## config.mk

```make
export PLATFORM = sky130hd
export DESIGN_NAME = ccff_chain_loader
export DESIGN_NICKNAME = d
export VERILOG_FILES = /design/src/rtl/ccff_pkg.sv /design/src/rtl/ccff_readback_collector.sv /design/src/rtl/ccff_chain_loader.sv
export SDC_FILE = /design/constraint.sdc
export NUM_CORES = 1
export LEC_CHECK = 0
export ABC_AREA = 1
export CAP_MARGIN = 30
export CORE_AREA = 3 3 141 88
export CTS_CLUSTER_SIZE = 25
export DETAILED_ROUTE_END_ITERATION = 10
export DIE_AREA = 0 0 144 91
export DONT_BUFFER_PORTS = 1
export GPL_TIMING_DRIVEN = 0
export PLACE_DENSITY = 0.77
export SLEW_MARGIN = 15
export SYNTH_ARGS = -nofsm -noshare
export SYNTH_HDL_FRONTEND = slang
export SYNTH_HIERARCHICAL = 1
export SYNTH_SLANG_ARGS = --single-unit
```

## constraint.sdc

```tcl
create_clock -name prog_clk -period 2.4 [get_ports prog_clk]
set_clock_uncertainty 0.15 [all_clocks]
set_input_delay 0.36 -clock prog_clk [delete_from_list [all_inputs] [get_ports prog_clk]]
set_output_delay 0.36 -clock prog_clk [all_outputs]
set_load 0.02 [all_outputs]
```

## src/rtl/ccff_pkg.sv

```systemverilog
// ccff_pkg
// Shared definitions for the configuration-chain loader:
//   - state_e        : loader FSM states (IDLE/LOAD/SHIFT/DONE)
//   - DEFAULT_WORD_W : default bitstream word width
//   - cnt_width()    : width needed to hold the values 0..n inclusive
package ccff_pkg;

    localparam int DEFAULT_WORD_W = 32;

    typedef enum logic [1:0] {
        ST_IDLE  = 2'd0,
        ST_LOAD  = 2'd1,
        ST_SHIFT = 2'd2,
        ST_DONE  = 2'd3
    } state_e;

    // Counter width able to represent 0..n inclusive (never below 1 bit).
    function automatic int cnt_width(input int n);
        return (n < 1) ? 1 : $clog2(n + 1);
    endfunction

endpackage

```

## src/rtl/ccff_readback_collector.sv

```systemverilog
// ccff_readback_collector
// Samples ccff_tail on every chain shift and packs the bits into readback
// words. The first captured bit lands in the MSB. A word is flushed when it
// is full or when the final chain bit has been taken; a short final word is
// left-justified.
// Ports:
//   clk_i      : configuration clock (prog_clk)
//   rst_ni     : synchronous active-low reset
//   clear_i    : drop any partial word without flushing (abort)
//   shift_i    : chain advances on this edge, sample tail_i
//   last_i     : this shift carries the last chain bit
//   tail_i     : serial data from the chain tail
//   rb_word_o  : readback word
//   rb_valid_o : one-cycle pulse, rb_word_o updated
module ccff_readback_collector
    import ccff_pkg::*;
#(
    parameter int WORD_W = DEFAULT_WORD_W
) (
    input  logic              clk_i,
    input  logic              rst_ni,
    input  logic              clear_i,
    input  logic              shift_i,
    input  logic              last_i,
    input  logic              tail_i,
    output logic [WORD_W-1:0] rb_word_o,
    output logic              rb_valid_o
);

    localparam int RC_W = cnt_width(WORD_W);
    localparam logic [RC_W-1:0] FULL_CNT = RC_W'(WORD_W);

    logic [WORD_W-1:0] sreg_q;
    logic [RC_W-1:0]   cnt_q;
    logic [WORD_W-1:0] word_q;
    logic              valid_q;

    logic [WORD_W-1:0] sreg_d;
    logic [RC_W-1:0]   cnt_d;
    logic              flush;
    logic [WORD_W-1:0] justified;

    always_comb begin
        sreg_d    = {sreg_q[WORD_W-2:0], tail_i};
        cnt_d     = cnt_q + RC_W'(1);
        flush     = (cnt_d == FULL_CNT) || last_i;
        // Short final word: move the captured bits up to the MSB end.
        justified = sreg_d << (FULL_CNT - cnt_d);
    end

    always_ff @(posedge clk_i) begin
        if (!rst_ni) begin
            sreg_q  <= '0;
            cnt_q   <= '0;
            word_q  <= '0;
            valid_q <= 1'b0;
        end else if (clear_i) begin
            // Partial data is discarded; the last delivered word stays visible.
            sreg_q  <= '0;
            cnt_q   <= '0;
            valid_q <= 1'b0;
        end else begin
            valid_q <= 1'b0;
            if (shift_i) begin
                if (flush) begin
                    word_q  <= justified;
                    valid_q <= 1'b1;
                    sreg_q  <= '0;
                    cnt_q   <= '0;
                end else begin
                    sreg_q <= sreg_d;
                    cnt_q  <= cnt_d;
                end
            end
        end
    end

    assign rb_word_o  = word_q;
    assign rb_valid_o = valid_q;

endmodule

```

## src/rtl/ccff_chain_loader.sv

```systemverilog
// ccff_chain_loader
// Upstream driver for a DFF configuration chain. Takes bitstream words over a
// valid/ready stream and shifts exactly CHAIN_LEN bits, MSB first, onto
// ccff_head while ccff_shift_en gates the chain clock. The previous chain
// contents emerging on ccff_tail are packed into readback words.
// Ports:
//   prog_clk, prog_rst_n        : clock, synchronous active-low reset
//   start, abort                : begin a load (IDLE only) / return to IDLE
//   cfg_word, cfg_valid, cfg_ready : bitstream word stream
//   ccff_head, ccff_shift_en    : serial data and advance enable to the chain
//   ccff_tail                   : serial data from the chain tail
//   rb_word, rb_valid           : readback words
//   busy, done                  : LOAD/SHIFT indicator, end-of-load pulse
module ccff_chain_loader
    import ccff_pkg::*;
#(
    parameter int WORD_W    = DEFAULT_WORD_W,
    parameter int CHAIN_LEN = 1024,
    parameter int CNT_W     = cnt_width(CHAIN_LEN)
) (
    input  logic              prog_clk,
    input  logic              prog_rst_n,
    input  logic              start,
    input  logic              abort,
    input  logic [WORD_W-1:0] cfg_word,
    input  logic              cfg_valid,
    output logic              cfg_ready,
    output logic              ccff_head,
    output logic              ccff_shift_en,
    input  logic              ccff_tail,
    output logic [WORD_W-1:0] rb_word,
    output logic              rb_valid,
    output logic              busy,
    output logic              done
);

    localparam int WB_W = cnt_width(WORD_W);

    if (CHAIN_LEN < 1) begin : g_bad_chain_len
        $error("ccff_chain_loader: CHAIN_LEN must be at least 1");
    end
    if (WORD_W < 2) begin : g_bad_word_w
        $error("ccff_chain_loader: WORD_W must be at least 2");
    end

    state_e            state_q;
    logic [WORD_W-1:0] sreg_q;
    logic [WB_W-1:0]   wbits_q;
    logic [CNT_W-1:0]  remaining_q;

    logic [31:0]       rem_ext;
    logic [WB_W-1:0]   wbits_d;
    logic              last_bit;

    // Bits taken from the next word: a full word, or only the top
    // `remaining` bits of the final partial word.
    assign rem_ext  = 32'(remaining_q);
    assign wbits_d  = (rem_ext >= 32'(WORD_W)) ? WB_W'(WORD_W) : WB_W'(rem_ext);
    assign last_bit = (state_q == ST_SHIFT) && (remaining_q == CNT_W'(1));

    always_ff @(posedge prog_clk) begin
        if (!prog_rst_n || abort) begin
            // Abort outranks start and cfg_valid; the chain is left as-is.
            state_q     <= ST_IDLE;
            sreg_q      <= '0;
            wbits_q     <= '0;
            remaining_q <= '0;
        end else begin
            case (state_q)
                ST_IDLE: begin
                    if (start) begin
                        remaining_q <= CNT_W'(CHAIN_LEN);
                        state_q     <= ST_LOAD;
                    end
                end
                ST_LOAD: begin
                    if (cfg_valid) begin
                        sreg_q  <= cfg_word;
                        wbits_q <= wbits_d;
                        state_q <= ST_SHIFT;
                    end
                end
                ST_SHIFT: begin
                    sreg_q      <= {sreg_q[WORD_W-2:0], 1'b0};
                    wbits_q     <= wbits_q - WB_W'(1);
                    remaining_q <= remaining_q - CNT_W'(1);
                    if (wbits_q == WB_W'(1)) begin
                        state_q <= (remaining_q == CNT_W'(1)) ? ST_DONE : ST_LOAD;
                    end
                end
                ST_DONE: begin
                    state_q <= ST_IDLE;
                end
                default: begin
                    state_q <= ST_IDLE;
                end
            endcase
        end
    end

    // Outputs decode the state register only, so they change on clock edges.
    assign cfg_ready     = (state_q == ST_LOAD);
    assign ccff_shift_en = (state_q == ST_SHIFT);
    assign ccff_head     = ccff_shift_en & sreg_q[WORD_W-1];
    assign busy          = (state_q == ST_LOAD) || (state_q == ST_SHIFT);
    assign done          = (state_q == ST_DONE);

    ccff_readback_collector #(
        .WORD_W (WORD_W)
    ) u_readback (
        .clk_i      (prog_clk),
        .rst_ni     (prog_rst_n),
        .clear_i    (abort),
        .shift_i    (ccff_shift_en),
        .last_i     (last_bit),
        .tail_i     (ccff_tail),
        .rb_word_o  (rb_word),
        .rb_valid_o (rb_valid)
    );

endmodule

```

==> metrics, run 1 <==
status finished clean; sequential power share 0.410; reg2reg end u_readback/rb_word_o[20]; cell area after synthesis 7110 um2; Iteration-0 DRC Markers 854; Final Setup Violations 0; Max Buffers Root-to-Sink 2; Avg Cell Area, Syn 6.36 um2; synth cell count leaders nand2_1, dfxtp_1, nand3_1; nets 1,216; Horiz. Die Dim 144 um; reg2reg start u_readback/cnt_q[0]; Net Sw Frac 0.251; Min Hold Slack 23.5 ps; Crit path max-delay family simple AND/OR/NAND/NOR gates; net switching power 1.27 mW; die area 13,100 um2; ant diodes 0; Critical Path RT 2590 ps; CP endpoint kind register; Area growth, synth to finish 17.2%; # DRC 0; layout cells sized above 1 0.124; Simple-Gate Fraction of Synth Area 0.412; total grt overflow 0; critical path, cell by cell buf_4 -> clkbuf_4 -> nand2_1 -> nand2_1 -> clkbuf_4 -> nand2_1 -> nand3_1 -> nand2_1 -> nor2_1 -> nand2_1 -> nand2_1 -> nand2_1 -> a21oi_1; Comb pwr share 0.082; Crit Path Max Fanout 10; count leader, synth nand2_1; post-synthesis adder-cell area fraction 0.0176; CTS tree built; Hold Path Class in -> reg; GPL Wtd Cong 0.978; Clock power frac 0.508; Leakage 3.43 nW; area leader, netlist dfxtp_1; critical path's largest stage delay 380 ps; # rows 30; fraction of the yosys area taken by sequential cells 0.341; Synth Instances 1,117; pwr/cell area 607 nW/um2; Post-synth EDFFs 0; Starting Density 0.633; Slew HR 0.571; main combinational cell family by area after synthesis simple AND/OR/NAND/NOR gates; ys async rst share 0; initial antenna violation count 0; CP arrival 2460 ps; top-area cell type share of the netlist area 0.341; placed cells 1,261; internal power 3.78 mW; Clock Latency Late Sink 420 ps; PortBufs 0; Clock transition at path regs 60 ps; routed wire length 21,600 um; startpoint class of the critical path register; flop-to-flop setup slack 130 ps; Crit-path slowest cell dfxtp_1; Die Span Y 91 um; number of synthesized register bits 121; achievable frequency 440 MHz; Global Route Usage Sum 0.335; post-synthesis xor/xnor area fraction 0.00951; mux contribution to synthesized area 0; buffers and inverters on the worst path 3; CTS Buf Count 17; crit share post-route 0.948; DR WL/cell 16.3 um; hold_sp cfg_word[30]; clock sinks 121; vias per cell 5.78; number of top-level pins 76; Finished Layout Cells 1,325; post-CTS setup repair buffer count 0; launch point of the worst path u_readback/cnt_q[0]; Worst path depth 13; RSZ-0062 raised after global routing false; Peak supply drop 0.000425 V; Top cell by count, worst path nand2_1; critical path endpoint u_readback/rb_word_o[20]; DR vias 7,664; CORE AREA 11,200 um2; Worst Tran Pin Value 644 ps; post-route antenna net violation count 0; Final Hold Fails 0; Reg2Reg Depth 13; post-synthesis compound-gate area fraction 0.133; top post-synthesis cells by area dfxtp_1, nand2_1, nand3_1; Util after Layout 0.742; first-pass GRT wire length 35,200 um; detailed placer's ending HPWL 15,500 um; clk root buf clkbuf_16; DR pass1 iterations 7; pin count of the biggest net entering global routing 17; Synth cell types 39; Final Max Slew Viols 0; ys flop type dfxtp_1; Setup CP Type reg -> reg; vias in the first global route 6,883; Max-Cap Viols 0; yosys warns 6; Syn Nets 1,165; final period demand of the worst path 2270 ps; H-Tree Depth 4
==> power by group through the flow <==
stage               Combinational, mW  Sequential (mW)  Clock [mW]
finish                          0.414             2.07        2.57
global route                    0.455             2.07        2.68
CTS                             0.395             2.07        2.58
detailed placement              0.348             2.11           0
global placement                0.343             2.11           0
floorplan                       0.271             2.11           0
==> flip-flops by register name (all words and copies together), names as in the netlist <==
name,cells
sreg_q,32
remaining_q,11
u_readback/rb_valid_o,1
u_readback/rb_word_o,32
u_readback/sreg_q,31
wbits_q,6
u_readback/cnt_q,6
state_q,2
==> worst min-delay path by stage <==
stage	to	slack, ps	depth (start not counted)
final	sreg_q[30]	20	2
after global routing	sreg_q[30]	20	2
after CTS	sreg_q[30]	7	2
after detailed placement	sreg_q[16]	310	2
after global placement	u_readback/sreg_q[30]	310	2
after floorplan	u_readback/sreg_q[30]	290	2
==> final cells by class <==
cell class,instances,area (um2)
Buffer,68,425
Clock buffer,19,453
Clock inverter,13,143
Multi-Input combinational cell,863,4130
Sequential cell,121,2430
Tap cell,144,180
Fill cell,914,2900
Inverter,65,250
Timing Repair Buffer,32,320
==> layer usage <==
metal / wire (um) / global-route usage / share of wire / up-vias
li1: - / - / - / 3717
met1: 10300 / 0.508 / 0.48 / 3498
met2: 8380 / 0.459 / 0.39 / 416
met3: 2630 / 0.109 / 0.12 / 33
met4: 233 / 0.0729 / 0.011 / 0
met5: 0 / 0 / 0 / -
==> logic make-up after synthesis <==
logic type,Yosys count
DFF,121
adders and majority gates,10
xor gates and xnor gates,6
and+or+nand+nor,676
AOI/OAI and AO/OA,171
buffers and inverters,133
==> metrics by stage <==
step	cell area [um2]	worst slack, ps	power (mW)	TNS, ps
finish	8330	126	5.05	0
global route	8330	0.259	5.21	0
CTS	8250	55.8	5.05	0
detailed placement	7290	-229	2.46	-7260
global placement	7290	-199	2.45	-5740
floorplan	7110	275	2.38	0
==> cells in the final DEF (no fill, tap or decap), drive strengths merged <==
master and n:
inv 64, clkinv 7, dfxtp 121, o21bai 2, nand3b 12, a31oi 33
and3 1, nor2 47, a211oi 2, xor2 5, nand3 116, a21oi 83
dlygate4sd3 32, o21ai 50, ha 10, xnor2 1, nand2 490, clkinvlp 5
nor3 5, nand4 5, clkbuf 47, buf 40, o21a 1, bufinv 2
==> timing repair <==
item                       4_1_cts  5_1_grt
setup endpoints to repair       60       65
resized for setup               12       30
hold endpoints to repair        32        0
hold buffers                    32        0
pin swaps                        0        3
(Power assumes the default switching activity.)
==> inputs of run 2 (changes only) <==
CELL_PAD_IN_SITES_DETAIL_PLACEMENT = 1   (was not set)
CELL_PAD_IN_SITES_GLOBAL_PLACEMENT = 1   (was not set)
CORE_AREA = 3 3 167 104   (was 3 3 141 88)
DIE_AREA = 0 0 170 107   (was 0 0 144 91)
==> run 2 against run 1 <==
Effect of this change: critical path depth is the same; critical endpoint is now u_readback/rb_word_o[2]; first-iteration DRC count shrank 39%; clock power grew 12%; die area grew 39%; register-to-register slack is essentially flat; clock-buffer cell count is the same; final cell count grew 5.1%; via count shrank 0.10%; core utilization shrank 21 points; routed wire length grew 18%.
==> metrics, run 2 (synthesized netlist as in run 1, its figures left out) <==
Final Instance Area 8490 um2; most frequent cells in the layout nand2_1, dfxtp_1, nand3_1, a21oi_1, inv_1; pre-CTS setup slack -361 ps; Global Route Usage Sum 0.284; routed wire length 25,500 um; DR pass1 iterations 5; setup ws final 113 ps; final period demand of the worst path 2290 ps; CP arrival 2490 ps; vias in the first global route 7,561; # rows 36; Worst Tran Pin Value 627 ps; Clock power frac 0.534; Comb pwr share 0.081; nets 1,219; status finished clean; placed inst area 7370 um2; GPL Wtd Cong 0.877; Pwr Total 5.38 mW; Critical Path RT 2600 ps; CTS tree built; pwr/cell area 633 nW/um2; placed cells 1,326; Hold Path Class in -> reg; commonest non-fill, non-tap cell in the layout nand2_1; Horiz. Die Dim 170 um; number of top-level pins 76; detailed placer's ending HPWL 18,500 um; clk root buf clkbuf_16; Setup CP Type reg -> reg; Max-Cap Viols 0; CP endpoint kind register; layout cells sized above 1 0.132; Clock Latency Late Sink 420 ps; Post-Route Setup TNS 0 ps; Area growth, synth to finish 19.5%; Max Buffers Root-to-Sink 2; critical path, cell by cell ha_4 -> inv_2 -> nand2_4 -> nand2_1 -> buf_4 -> buf_6 -> nand2_1 -> nand3_2 -> clkinv_1 -> nand2_1 -> nor3_2 -> nand2_1 -> a21oi_1; vias per cell 5.50; internal power 4.08 mW; flop-to-flop setup slack 110 ps; Leakage 3.47 nW; pin count of the biggest net entering global routing 17; Final Max Slew Viols 0; DR WL/cell 18.3 um; startpoint class of the critical path register; die area 18,200 um2; achievable frequency 437 MHz; Starting Density 0.443; initial antenna violation count 0; DR vias 7,656; Final Setup Violations 0; ant diodes 0; first-pass GRT wire length 40,800 um; Crit Path Max Fanout 10; critical path's largest stage delay 370 ps; clock sinks 121; Final Hold Fails 0; crit share post-route 0.953; Crit-path slowest cell dfxtp_4; buffers and inverters on the worst path 4; Peak supply drop 0.000355 V; CORE AREA 16,000 um2; # DRC 0; Util after Layout 0.530; net switching power 1.29 mW; H-Tree Depth 4; Slew HR 0.582; Clock transition at path regs 60 ps; sequential power share 0.385; total grt overflow 0; Iteration-0 DRC Markers 521; CTS Buf Count 17; Finished Layout Cells 1,392; Top cell by count, worst path nand2_1; PortBufs 0; Net Sw Frac 0.241; Crit path max-delay family simple AND/OR/NAND/NOR gates; Min Hold Slack 32.7 ps; Die Span Y 107 um; post-route antenna net violation count 0
-- run 2: cell types whose count changed in the layout (fill, tap and decap cells not counted), moves of 3 or more --
cell       before  now
bufinv_16       2    5
clkbuf_4        9    5
buf_6           8    5
nand2_2        12   15
nand2_1       474  470
buf_2          17   20
buf_4          14   19
-- run 2: timing repair --
item,in CTS,in global routing
setup buffers,0,2
endpoints found under the hold margin,33,0
resized for setup,17,31
pin swaps,0,4
endpoints found under the setup margin,68,63
hold buffers,33,0
-- run 2: final timing paths --
kind | end | startpoint | depth (start not counted)
max | u_readback/rb_word_o[2] | u_readback/cnt_q[1] | 13
min | u_readback/rb_word_o[0] | prog_rst_n | 2
max reg2reg | u_readback/rb_word_o[2] | u_readback/cnt_q[1] | 13
min reg2reg | sreg_q[29] | sreg_q[28] | 2
-- run 2: layout make-up --
class,count,area (um2)
timing repair buffer,35,345
tap,209,262
clock inverter,12,196
clock buffer,19,453
fill,2152,7540
sequential,121,2430
multi-input combinational,863,4140
inverter,65,250
buffer,68,414
-- run 2: worst register-to-register path, delay by kind of cell, from the launching register on --
| family | cells | cell delay [ps] |
|---|---|---|
| simple gates | 7 | 780 |
| compound gates | 1 | 120 |
| flops | 1 | 370 |
| buf+inv | 4 | 470 |
| fa+ha+maj | 1 | 320 |
-- run 2: power groups by stage --
stage               clock network (mW)  logic [mW]  registers, mW
detailed placement                   0       0.367           2.11
global placement                     0       0.356           2.11
CTS                               2.91       0.418           2.07
floorplan                            0       0.271           2.11
global route                      3.00       0.478           2.07
finish                            2.87       0.433           2.07
-- run 2: metal layers --
metal  vias up  global-route usage  wire length (um)
met5         -                   0                 0
met4         0              0.0446               121
met1      3710               0.436             13200
li1       3714                   -                 -
met3        13              0.0730              1970
met2       219               0.401             10200
==> inputs of run 3 (changes only) <==
CORE_AREA = 3 3 160 100   (was 3 3 167 104)
DIE_AREA = 0 0 163 103   (was 0 0 170 107)
PLACE_DENSITY = 0.83   (was 0.77)
clock period = 2.97 ns   (was 2.4 ns; I/O delays follow)
==> run 3 against run 2 <==
Effect of this change: clock-buffer cell count shrank 2; clock power shrank 24%; first-iteration DRC count grew 4.4%; hold slack lost 11 ps; core utilization grew 2.1 points; via count shrank 1.6%; total power shrank 23%; final area shrank 6.2%; die area shrank 7.7%; sequential share of layout area grew 1.8 points; global-route usage grew 1.8 points; combinational power shrank 29%; critical path type unchanged; highest routed layer unchanged.
==> metrics, run 3 (synthesized netlist as in run 1, its figures left out) <==
CTS Buf Count 17; Global Route Usage Sum 0.302; ant diodes 0; pin count of the biggest net entering global routing 17; Worst Tran Pin Value 760 ps; Metal-1 WL 12,700 um; GPL Wtd Cong 0.908; Final Max Slew Viols 0; initial antenna violation count 0; Leakage 3.30 nW; routed wire length 25,000 um; DR WL/cell 18.6 um; sequential power share 0.402; CORE AREA 14,500 um2; Net Sw Frac 0.275; CP endpoint kind register; Fill cells 1,993; Slew HR 0.494; die area 16,800 um2; pre-CTS setup slack 215 ps; vias per cell 5.59; Max-Cap Viols 0; status finished clean; most frequent cells in the layout nand2_1, dfxtp_1, nand3_1, a21oi_1, inv_1; internal power 3.01 mW; final period demand of the worst path 2780 ps; net switching power 1.14 mW; Clock Latency Late Sink 420 ps; clock sinks 121; setup ws final 186 ps; Die Span Y 103 um; CP arrival 2970 ps; Iteration-0 DRC Markers 544; vias in the first global route 7,251; Clock power frac 0.524; Area growth, synth to finish 12.1%; achievable frequency 359 MHz; nets 1,184; startpoint class of the critical path register; DR vias 7,534; first-pass GRT wire length 39,600 um; PortBufs 0; total grt overflow 0; Comb pwr share 0.074; number of top-level pins 76; top routing layer used met4; Horiz. Die Dim 163 um; Final Instance Area 7960 um2; Clock transition at path regs 70 ps; Setup CP Type reg -> reg; Critical Path RT 3160 ps; layout cells sized above 1 0.117; RSZ-0062 raised after global routing false; CTS tree built; Post-Route Setup TNS 0 ps; clk root buf clkbuf_16; Final Hold Fails 0; Hold Path Class in -> reg; # rows 34; Max Buffers Root-to-Sink 2; routed wl met2 9960 um; H-Tree Depth 4; detailed placer's ending HPWL 18,500 um; crit share post-route 0.937; commonest non-fill, non-tap cell in the layout nand2_1; routed length on met3 2130 um; DR pass1 iterations 5; Starting Density 0.491; post-route antenna net violation count 0; CTS hold repair buffers 0; # DRC 0; Peak supply drop 0.000251 V; Pwr Total 4.15 mW; Final Setup Violations 0; pwr/cell area 522 nW/um2; placed inst area 7350 um2; Crit Path Max Fanout 10
[run 3: cell types whose count changed in the layout (fill, tap and decap cells not counted), moves of 5 or more]
cell,delta
dlygate4sd3_1,-33
nand2_1,+6
clkbuf_4,-5
inv_6,+7
buf_2,+9
buf_4,-5
nand2_2,-5
[run 3: stage by stage]
stage           util  hold slack, ps  instances
6_report       0.551            21.8       1347
5_1_grt        0.551            30.9       1347
4_1_cts        0.550            8.90       1347
3_5_place_dp   0.508             314       1315
3_3_place_gp   0.508             308       1315
2_1_floorplan      -             292       1117
[run 3: area by class of cell]
cell class,count,area (um2),area share
multi-input combinational,863,4070,0.511
clock inverter,15,176,0.0222
clock buffer,17,425,0.0534
sequential,121,2420,0.304
tap,198,248,0.0311
inverter,65,248,0.0311
buffer,68,377,0.0473
[run 3: final timing paths]
check                            end  cells past startpoint  slack (ps)                start
max          u_readback/rb_word_o[1]                     12         190  u_readback/cnt_q[1]
min             u_readback/sreg_q[0]                      2          20            ccff_tail
max reg2reg  u_readback/rb_word_o[1]                     12         190  u_readback/cnt_q[1]
min reg2reg                sreg_q[3]                      2         320            sreg_q[2]
[run 3: worst max-delay path, cell delays in order, from the launching register on]
cell	delay, ps
dfxtp_1	380
ha_1	490
inv_1	120
nand2_1	220
inv_1	160
nand3_1	140
nand2_1	70
nand2_1	80
buf_2	200
nand2_1	130
nor3_1	290
nand2_1	120
a21oi_1	160
[run 3: timing repair]
item,in CTS,in global routing
endpoints found under the setup margin,0,32
buffers inserted,0,0
gates resized for setup,0,6
[run 3: per-layer routing]
layer / global-route usage / vias to the layer above
li1: - / 3651
met1: 0.450 / 3604
met2: 0.436 / 260
met3: 0.0791 / 19
met4: 0.0637 / 0
met5: 0 / -
[run 3: power groups by stage]
stage | Combinational, mW | Clock [mW] | Sequential [mW]
after floorplan | 0.219 | 0 | 1.70
after global placement | 0.286 | 0 | 1.71
after detailed placement | 0.297 | 0 | 1.71
after CTS | 0.303 | 2.20 | 1.67
after global routing | 0.338 | 2.28 | 1.67
final | 0.308 | 2.18 | 1.67
